File: config.mk
export PLATFORM = sky130hd
export DESIGN_NAME = binarize_scanner
export DESIGN_NICKNAME = d
export VERILOG_FILES = /design/src/rtl/binarize_scanner_pkg.sv /design/src/rtl/raster_counter.sv /design/src/rtl/binarize_scanner.sv
export SDC_FILE = /design/constraint.sdc
export NUM_CORES = 1
export LEC_CHECK = 0
export BUFFER_PORTS_ARGS = -buffer_cell sky130_fd_sc_hd__buf_2
export CORE_UTILIZATION = 30
export DETAILED_ROUTE_END_ITERATION = 12
export PLACE_DENSITY = 0.57
export SETUP_SLACK_MARGIN = 0.3
export SLEW_MARGIN = 20
export SYNTH_ARGS = -nofsm -noshare
export SYNTH_HDL_FRONTEND = slang
export SYNTH_HIERARCHICAL = 1
export SYNTH_SLANG_ARGS = --single-unit
export TNS_END_PERCENT = 50
File: constraint.sdc
create_clock -name clock -period 2.5 [get_ports clock]
set_input_delay 0.375 -clock clock [delete_from_list [all_inputs] [get_ports clock]]
set_output_delay 0.375 -clock clock [all_outputs]
set_load 0.02 [all_outputs]
File: src/rtl/binarize_scanner_pkg.sv
// Shared definitions for the frame binarizer: FSM encoding and default geometry/latency.
package binarize_scanner_pkg;

  localparam int DEF_WIDTH_BITS  = 7;
  localparam int DEF_HEIGHT_BITS = 7;
  localparam int DEF_RD_LATENCY  = 2;

  typedef enum logic [1:0] {
    ST_IDLE  = 2'd0,
    ST_SCAN  = 2'd1,
    ST_DRAIN = 2'd2,
    ST_DONE  = 2'd3
  } state_t;

endpackage

File: src/rtl/raster_counter.sv
// Raster-order column/row address counter with clear, enable and last-pixel flag.
module raster_counter #(
  parameter int WIDTH_BITS  = 7,
  parameter int HEIGHT_BITS = 7
) (
  input  logic                   clock,
  input  logic                   reset_n,
  input  logic                   en,
  input  logic                   clr,
  output logic [WIDTH_BITS-1:0]  col,
  output logic [HEIGHT_BITS-1:0] row,
  output logic                   last
);

  logic [WIDTH_BITS-1:0]  col_q, col_d;
  logic [HEIGHT_BITS-1:0] row_q, row_d;

  // Incrementing past (max,max) wraps both fields to zero on its own.
  always_comb begin
    col_d = col_q;
    row_d = row_q;
    if (clr) begin
      col_d = '0;
      row_d = '0;
    end else if (en) begin
      col_d = col_q + 1'b1;
      if (col_q == '1) row_d = row_q + 1'b1;
    end
  end

  always_ff @(posedge clock or negedge reset_n) begin
    if (!reset_n) begin
      col_q <= '0;
      row_q <= '0;
    end else begin
      col_q <= col_d;
      row_q <= row_d;
    end
  end

  assign col  = col_q;
  assign row  = row_q;
  assign last = (col_q == '1) && (row_q == '1);

endmodule

File: src/rtl/binarize_scanner.sv
// Scans one frame in raster order, thresholds each returned pixel and emits
// registered (bin, x, y) results with one-cycle done pulse at frame end.
module binarize_scanner
  import binarize_scanner_pkg::*;
#(
  parameter int WIDTH_BITS  = DEF_WIDTH_BITS,
  parameter int HEIGHT_BITS = DEF_HEIGHT_BITS,
  parameter int RD_LATENCY  = DEF_RD_LATENCY
) (
  input  logic                   clock,
  input  logic                   reset_n,
  input  logic                   iStart,
  input  logic                   iInvert,
  output logic [WIDTH_BITS-1:0]  oCol,
  output logic [HEIGHT_BITS-1:0] oRow,
  input  logic [7:0]             iPixel,
  input  logic [7:0]             iThreshold,
  output logic                   oValid,
  output logic                   oBin,
  output logic [WIDTH_BITS-1:0]  oX,
  output logic [HEIGHT_BITS-1:0] oY,
  output logic                   oBusy,
  output logic                   oDone
);

  localparam int DW = $clog2(RD_LATENCY + 2);

  state_t           state_q, state_d;
  logic             inv_q, inv_d;
  logic [DW-1:0]    drain_q, drain_d;
  logic             cnt_en, cnt_clr, last_pix, issue;

  logic [RD_LATENCY:1]                  vld_pipe_q, vld_pipe_d;
  logic [RD_LATENCY:1][WIDTH_BITS-1:0]  col_pipe_q, col_pipe_d;
  logic [RD_LATENCY:1][HEIGHT_BITS-1:0] row_pipe_q, row_pipe_d;

  logic                   valid_q, valid_d;
  logic                   bin_q, bin_d;
  logic [WIDTH_BITS-1:0]  x_q, x_d;
  logic [HEIGHT_BITS-1:0] y_q, y_d;

  raster_counter #(
    .WIDTH_BITS  (WIDTH_BITS),
    .HEIGHT_BITS (HEIGHT_BITS)
  ) u_cnt (
    .clock   (clock),
    .reset_n (reset_n),
    .en      (cnt_en),
    .clr     (cnt_clr),
    .col     (oCol),
    .row     (oRow),
    .last    (last_pix)
  );

  always_comb begin
    state_d = state_q;
    inv_d   = inv_q;
    drain_d = drain_q;
    cnt_en  = 1'b0;
    cnt_clr = 1'b0;
    issue   = 1'b0;
    case (state_q)
      ST_IDLE: begin
        cnt_clr = 1'b1;
        if (iStart) begin
          state_d = ST_SCAN;
          inv_d   = iInvert;
        end
      end
      ST_SCAN: begin
        issue  = 1'b1;
        cnt_en = 1'b1;
        if (last_pix) begin
          state_d = ST_DRAIN;
          drain_d = '0;
        end
      end
      // Covers the read latency plus the output register.
      ST_DRAIN: begin
        if (drain_q == DW'(RD_LATENCY)) state_d = ST_DONE;
        else                            drain_d = drain_q + 1'b1;
      end
      ST_DONE: state_d = ST_IDLE;
      default: state_d = ST_IDLE;
    endcase
  end

  always_comb begin
    vld_pipe_d    = vld_pipe_q;
    col_pipe_d    = col_pipe_q;
    row_pipe_d    = row_pipe_q;
    vld_pipe_d[1] = issue;
    col_pipe_d[1] = oCol;
    row_pipe_d[1] = oRow;
    for (int i = 2; i <= RD_LATENCY; i++) begin
      vld_pipe_d[i] = vld_pipe_q[i-1];
      col_pipe_d[i] = col_pipe_q[i-1];
      row_pipe_d[i] = row_pipe_q[i-1];
    end
  end

  // Final stage lines up with iPixel/iThreshold for the same address.
  always_comb begin
    valid_d = vld_pipe_q[RD_LATENCY];
    bin_d   = vld_pipe_q[RD_LATENCY] &
              (inv_q ? (iPixel <= iThreshold) : (iPixel > iThreshold));
    x_d     = col_pipe_q[RD_LATENCY];
    y_d     = row_pipe_q[RD_LATENCY];
  end

  always_ff @(posedge clock or negedge reset_n) begin
    if (!reset_n) begin
      state_q    <= ST_IDLE;
      inv_q      <= 1'b0;
      drain_q    <= '0;
      vld_pipe_q <= '0;
      col_pipe_q <= '0;
      row_pipe_q <= '0;
      valid_q    <= 1'b0;
      bin_q      <= 1'b0;
      x_q        <= '0;
      y_q        <= '0;
    end else begin
      state_q    <= state_d;
      inv_q      <= inv_d;
      drain_q    <= drain_d;
      vld_pipe_q <= vld_pipe_d;
      col_pipe_q <= col_pipe_d;
      row_pipe_q <= row_pipe_d;
      valid_q    <= valid_d;
      bin_q      <= bin_d;
      x_q        <= x_d;
      y_q        <= y_d;
    end
  end

  assign oValid = valid_q;
  assign oBin   = bin_q;
  assign oX     = x_q;
  assign oY     = y_q;
  assign oBusy  = (state_q != ST_IDLE);
  assign oDone  = (state_q == ST_DONE);

endmodule
Word level (Yosys, flattened, before mapping). Index checks and enable logic that the tools add are counted.

$add $sub $neg: 3. Magnitude comparators: 2. Equal/unequal tests: 10. Multiplexer cells: 15. Bitwise gates (word level): 1. Reduce and logical (&&, ||, !) cells: 10.

Operators by type and width (count): 7-bit 2-to-1 mux (5); 7-bit by 1-bit adder with 7-bit output (second input constant) (2); 7-bit equality test (second input constant) (2); 2-bit 2-to-1 mux (5); 8-bit greater-than comparator (1); 8-bit less-or-equal comparator (1); 2-bit != test (second input constant) (4); 2-bit one-hot mux with 4 select lines (1); 2-bit nonzero test (4); 2-bit equality test (second input constant) (3); 3-bit AND reduction (2); 2-bit one-hot mux with 2 select lines (1); 2-bit AND reduction (2); 1-bit 2-to-1 mux (3); 2-bit by 1-bit adder with 2-bit output (second input constant) (1); 2-bit by 1-bit equality test with 1-bit output (second input constant) (1); 2-bit zero test (1); 1-bit AND (1); 1-bit logical AND (1).

Flip-flop bits (word level): 65. Input bits: 20. Output and inout bits: 32. Word-level logic and storage cells: 55.

Depth between registers and ports, before layout.
Depth in word-level cells: 4. Mapped depth: 7. Gate-level depth less buffers: 7.

By module. The synthesis kept the hierarchy.

By module, submodules not included: binarize_scanner (instances 1, cells each 107, area each 1704.1 um2, seq. area each 1276.2 um2); raster_counter (instances 1, cells each 74, area each 729.4 um2, seq. area each 350.3 um2).

Least setup slack after synthesis. Ideal clock, no wire load.

Kind: flip-flop to flip-flop. Start: register u_cnt.row_q[0], in the netlist u_cnt/row[0]. End: register drain_q[0]. Setup time: 0.065 ns. Arrival: 1.856 ns. Path slack: 0.578 ns. Cell stages (with the launch flop): 8. Path buffers: 0. Period minus slack after synthesis: 1.922 ns. Cells stage by stage: dfrtp_1 ha_1 nand3_1 nor4_1 nor2b_4 or3_1 o21ai_1 a22o_1.

Longest elaborated chain between the ends: 4.

RTL lines: start: declaration (RTL line raster_counter.sv:16) `logic [HEIGHT_BITS-1:0] row_q, row_d;`; start signal: assignment (RTL line raster_counter.sv:37) `row_q <= row_d;`; 7-bit equality test (RTL line raster_counter.sv:43) `assign last = (col_q == '1) && (row_q == '1);`; 1-bit logical AND (RTL line raster_counter.sv:43); net last_pix (RTL line binarize_scanner.sv:31) `logic cnt_en, cnt_clr, last_pix, issue;`; 2-bit != test (no line); 3-bit AND reduction (no line); end signal: assignment (RTL line binarize_scanner.sv:126) `drain_q <= drain_d;`; end: declaration (RTL line binarize_scanner.sv:30) `logic [DW-1:0] drain_q, drain_d;`.

The timed path passes the listed nets, and every way through them passes these cells. A chain may end at the register's enable or synchronous reset.

Final worst setup path. Ends and elaborated chain as after synthesis.

==> run metrics <==
Congestion Overflow GR=0; combinational group share of total power=0.238; Critical Path Source Type=flip-flop; maximum clock insertion buffer count=2; gate count after technology mapping=181; path category of the worst min-delay check=primary input to async pin; H-tree depth reported by CTS=3; number of hold violations in the final report=0; endpoint arrival time on the critical path=2.25 ns; Area Growth Syn to Fin=23.2%; TritonCTS clock tree=done; final worst-path cycle share=0.789; total via count after detailed routing=1,556; portion of the post-synthesis area used by sequential elements=0.668; peak fanout along the critical path=7; cell chain of the critical path=ha_1, nand3_1, nor4_1, nor2b_4, or3_1, o21ai_1, a22o_1; number of antenna violations at the first check in global routing=0; Adder-Cell Fraction of Synth Area=0.0771; initial detailed-routing violation count=100; R2R Setup Slk=0.53 ns; post-synthesis simple-gate area fraction=0.111; async set-reset flop share out of synthesis=1.00; GR Util All Layers=0.115; worst setup slack before clock tree synthesis=0.568 ns; critical path type=flip-flop to flip-flop; transition time of the tightest slew-check pin=0.572 ns; gpl congestion=0.788; I/O Pins=52; Clock power frac=0.282; Main synth FF type=sky130_fd_sc_hd__dfrtp_1; switch share=0.313; antenna diode count=0; number of detailed-route iterations in the first pass=4; portion of synthesized cell area occupied by the leading cell type=0.668; number of buffers created by CTS=9; final worst path period need=1.97 ns; post-detailed-route count of antenna-violating nets=0; Sequential Power Share=0.480; VDD IR-drop max=0.263 mV; number of synthesized flops with an enable pin=0; first-pass GRT wire length=7410 um; die outline area=8480 um^2; R2R Path Start=u_cnt/row[0]$_DFFE_PN0P_; Worst Slack Setup Final=0.527 ns; standby leakage power=1.56 nW; syn nets=216; fraction of layout instances using a drive strength above 1=0.328; via count of the first global-routing pass=1,580; maximum number of pins on one net before global-route repair=41; mean instance size in the synthesized netlist=13.4 um^2; HPWL after detailed placement=2890 um; Die Width=92.1 um; R2R depth=7; maximum operating frequency=507 MHz; clk sinks=65; unrepaired setup endpoints after global routing=false; count of synthesis-stage warnings from yosys=6; P_int=1.78 mW; Starting Density=0.313; FILL cells=761; Mapped Area=2430 um^2; Power Dens Cells=866 nW/um^2; top-count cell post-synth=sky130_fd_sc_hd__dfrtp_1; cell chosen for the clock root=sky130_fd_sc_hd__clkbuf_8; net load switching power=0.811 mW; setup bufs post-CTS=0; final max-slew violation count=0; DRC Markers=0; sum of negative setup slack=0 ns; final setup violation count=0; core area=7770 um^2; number of flip-flops and latches in the synthesized netlist=65; count of input and output buffers=51; count of nets after finishing=277; Total Routed Length=4160 um; Synth area leaders=sky130_fd_sc_hd__dfrtp_1, sky130_fd_sc_hd__ha_1, sky130_fd_sc_hd__inv_1, sky130_fd_sc_hd__a21oi_1, sky130_fd_sc_hd__mux2_2; Critical-path top delay cell=sky130_fd_sc_hd__nor4_1; post-detailed-route via-to-cell ratio=4.46; max-cap violation count=0; largest family of logic cells by synthesized area=simple AND/OR/NAND/NOR gates; Row Count=32; Die Ht=92.1 um; multiplexer area fraction after synthesis=0.0267; slew margin rel.=0.619; kind of end point of the critical path=flip-flop; run status=finished clean; final worst clock skew=0.00426 ns; compound-gate portion of the synthesized area=0.0756; Avg WL per Cell=11.9 um; unique cell type count in the Yosys netlist=35; clk slew on worst S/H paths=0.07 ns; data required time at the worst endpoint=2.77 ns; most frequent cells after synthesis=sky130_fd_sc_hd__dfrtp_1, sky130_fd_sc_hd__ha_1, sky130_fd_sc_hd__inv_1; reg2reg end=drain_q[0]$_DFFE_PN0P_; crit-path max cell delay=0.50 ns; clock network latency to the later pin of the worst-skew pair=0.33 ns; area share of xor/xnor cells in the synthesized design=0.0144; cell taking the most area after synthesis=sky130_fd_sc_hd__dfrtp_1
power by group through the flow:
stage          combinational (mW)  sequential [mW]  clock (mW)
2_1_floorplan               0.386             1.30           0
3_3_place_gp                0.610             1.26           0
3_5_place_dp                0.621             1.26           0
4_1_cts                     0.626             1.25       0.761
5_1_grt                     0.704             1.27       0.820
6_report                    0.618             1.25       0.732
logic make-up (layout without fill, tap and decap cells):
logic type	count (synthesis)	after routing
AO/OA/AOI/OAI	27	27
multiplexers	6	6
flip-flops	65	65
buffers and inverters	17	83
AND/OR/NAND/NOR	47	47
adder cells (fa/ha/maj)	15	15
XOR/XNOR	4	4
state kept, by name (all words and copies together), names as in the netlist:
name	cells
col_pipe_d	7
drain_q	2
inv_q	1
oBin	1
oValid	1
oX	7
oY	7
row_pipe_d	7
state_q	2
u_cnt/col	7
u_cnt/row	7
vld_pipe_q	2
x_d	7
y_d	7
what timing repair did:
item,in CTS,in global routing
hold buffers,0,0
resized for setup,1,0
endpoints found under the setup margin,1,0
cell type report:
cell class	instances	area, um^2	share of cell area
inverter	14	52.6	0.0175
tap	102	128	0.0426
sequential	65	1630	0.543
clock buffer	11	131	0.0438
timing repair buffer	53	283	0.0943
multi-input combinational	99	744	0.248
clock inverter	5	32.5	0.0109
stage by stage:
| stage | cells | hold slack [ns] | utilization | total power, mW | area (um^2) |
|---|---|---|---|---|---|
| 3_3_place_gp | 333 | 0.331 | 0.365 | 1.87 | 2830 |
| 6_report | 349 | 0.0356 | 0.386 | 2.60 | 3000 |
| 5_1_grt | 349 | 0.0559 | 0.386 | 2.79 | 3000 |
| 2_1_floorplan | 181 | 0.0794 | - | 1.69 | 2430 |
| 4_1_cts | 349 | 0.0417 | 0.386 | 2.63 | 3000 |
| 3_5_place_dp | 333 | 0.335 | 0.365 | 1.89 | 2830 |
worst max-delay path, delay by kind of cell, from the launching register on:
family | cells | cell delay, ns
and+or+nand+nor | 4 | 1.04
DFF | 1 | 0.43
AOI/OAI and AO/OA | 2 | 0.25
adders and majority gates | 1 | 0.20
layer usage:
layer  vias up  share of wire  GRT usage  routed length, um
met2        39           0.46      0.175               1910
met3        15          0.053     0.0456                222
met5         -              0          0                  0
met4         0          0.037     0.0638                154
met1       751           0.45      0.139               1880
li1        751              -          -                  -
worst max-delay path by stage:
| stage | start | cells past startpoint | end |
|---|---|---|---|
| 2_1_floorplan | u_cnt/row[0]$_DFFE_PN0P_ | 7 | drain_q[0]$_DFFE_PN0P_ |
| 3_3_place_gp | u_cnt/row[0]$_DFFE_PN0P_ | 7 | drain_q[0]$_DFFE_PN0P_ |
| 3_5_place_dp | u_cnt/row[0]$_DFFE_PN0P_ | 7 | drain_q[0]$_DFFE_PN0P_ |
| 4_1_cts | u_cnt/row[0]$_DFFE_PN0P_ | 7 | drain_q[0]$_DFFE_PN0P_ |
| 5_1_grt | u_cnt/row[0]$_DFFE_PN0P_ | 7 | drain_q[0]$_DFFE_PN0P_ |
| 6_report | u_cnt/row[0]$_DFFE_PN0P_ | 7 | drain_q[0]$_DFFE_PN0P_ |
layout by cell type, fill, tap and decap left out, drive strengths merged, types with 2 or more instances in the layout:
| cell type | count |
|---|---|
| nand2 | 10 |
| or3 | 4 |
| ha | 15 |
| or4 | 2 |
| inv | 14 |
| nor4 | 3 |
| o21ai | 8 |
| xor2 | 2 |
| clkbuf | 11 |
| mux2i | 2 |
| nor2 | 8 |
| xnor2 | 2 |
| clkinv | 2 |
| clkinvlp | 3 |
| o31ai | 3 |
| buf | 53 |
| a22o | 2 |
| nor2b | 5 |
| nand4 | 5 |
| nand3 | 6 |
| dfrtp | 65 |
| mux2 | 4 |
| a21oi | 10 |
(Power assumes the default switching activity.)
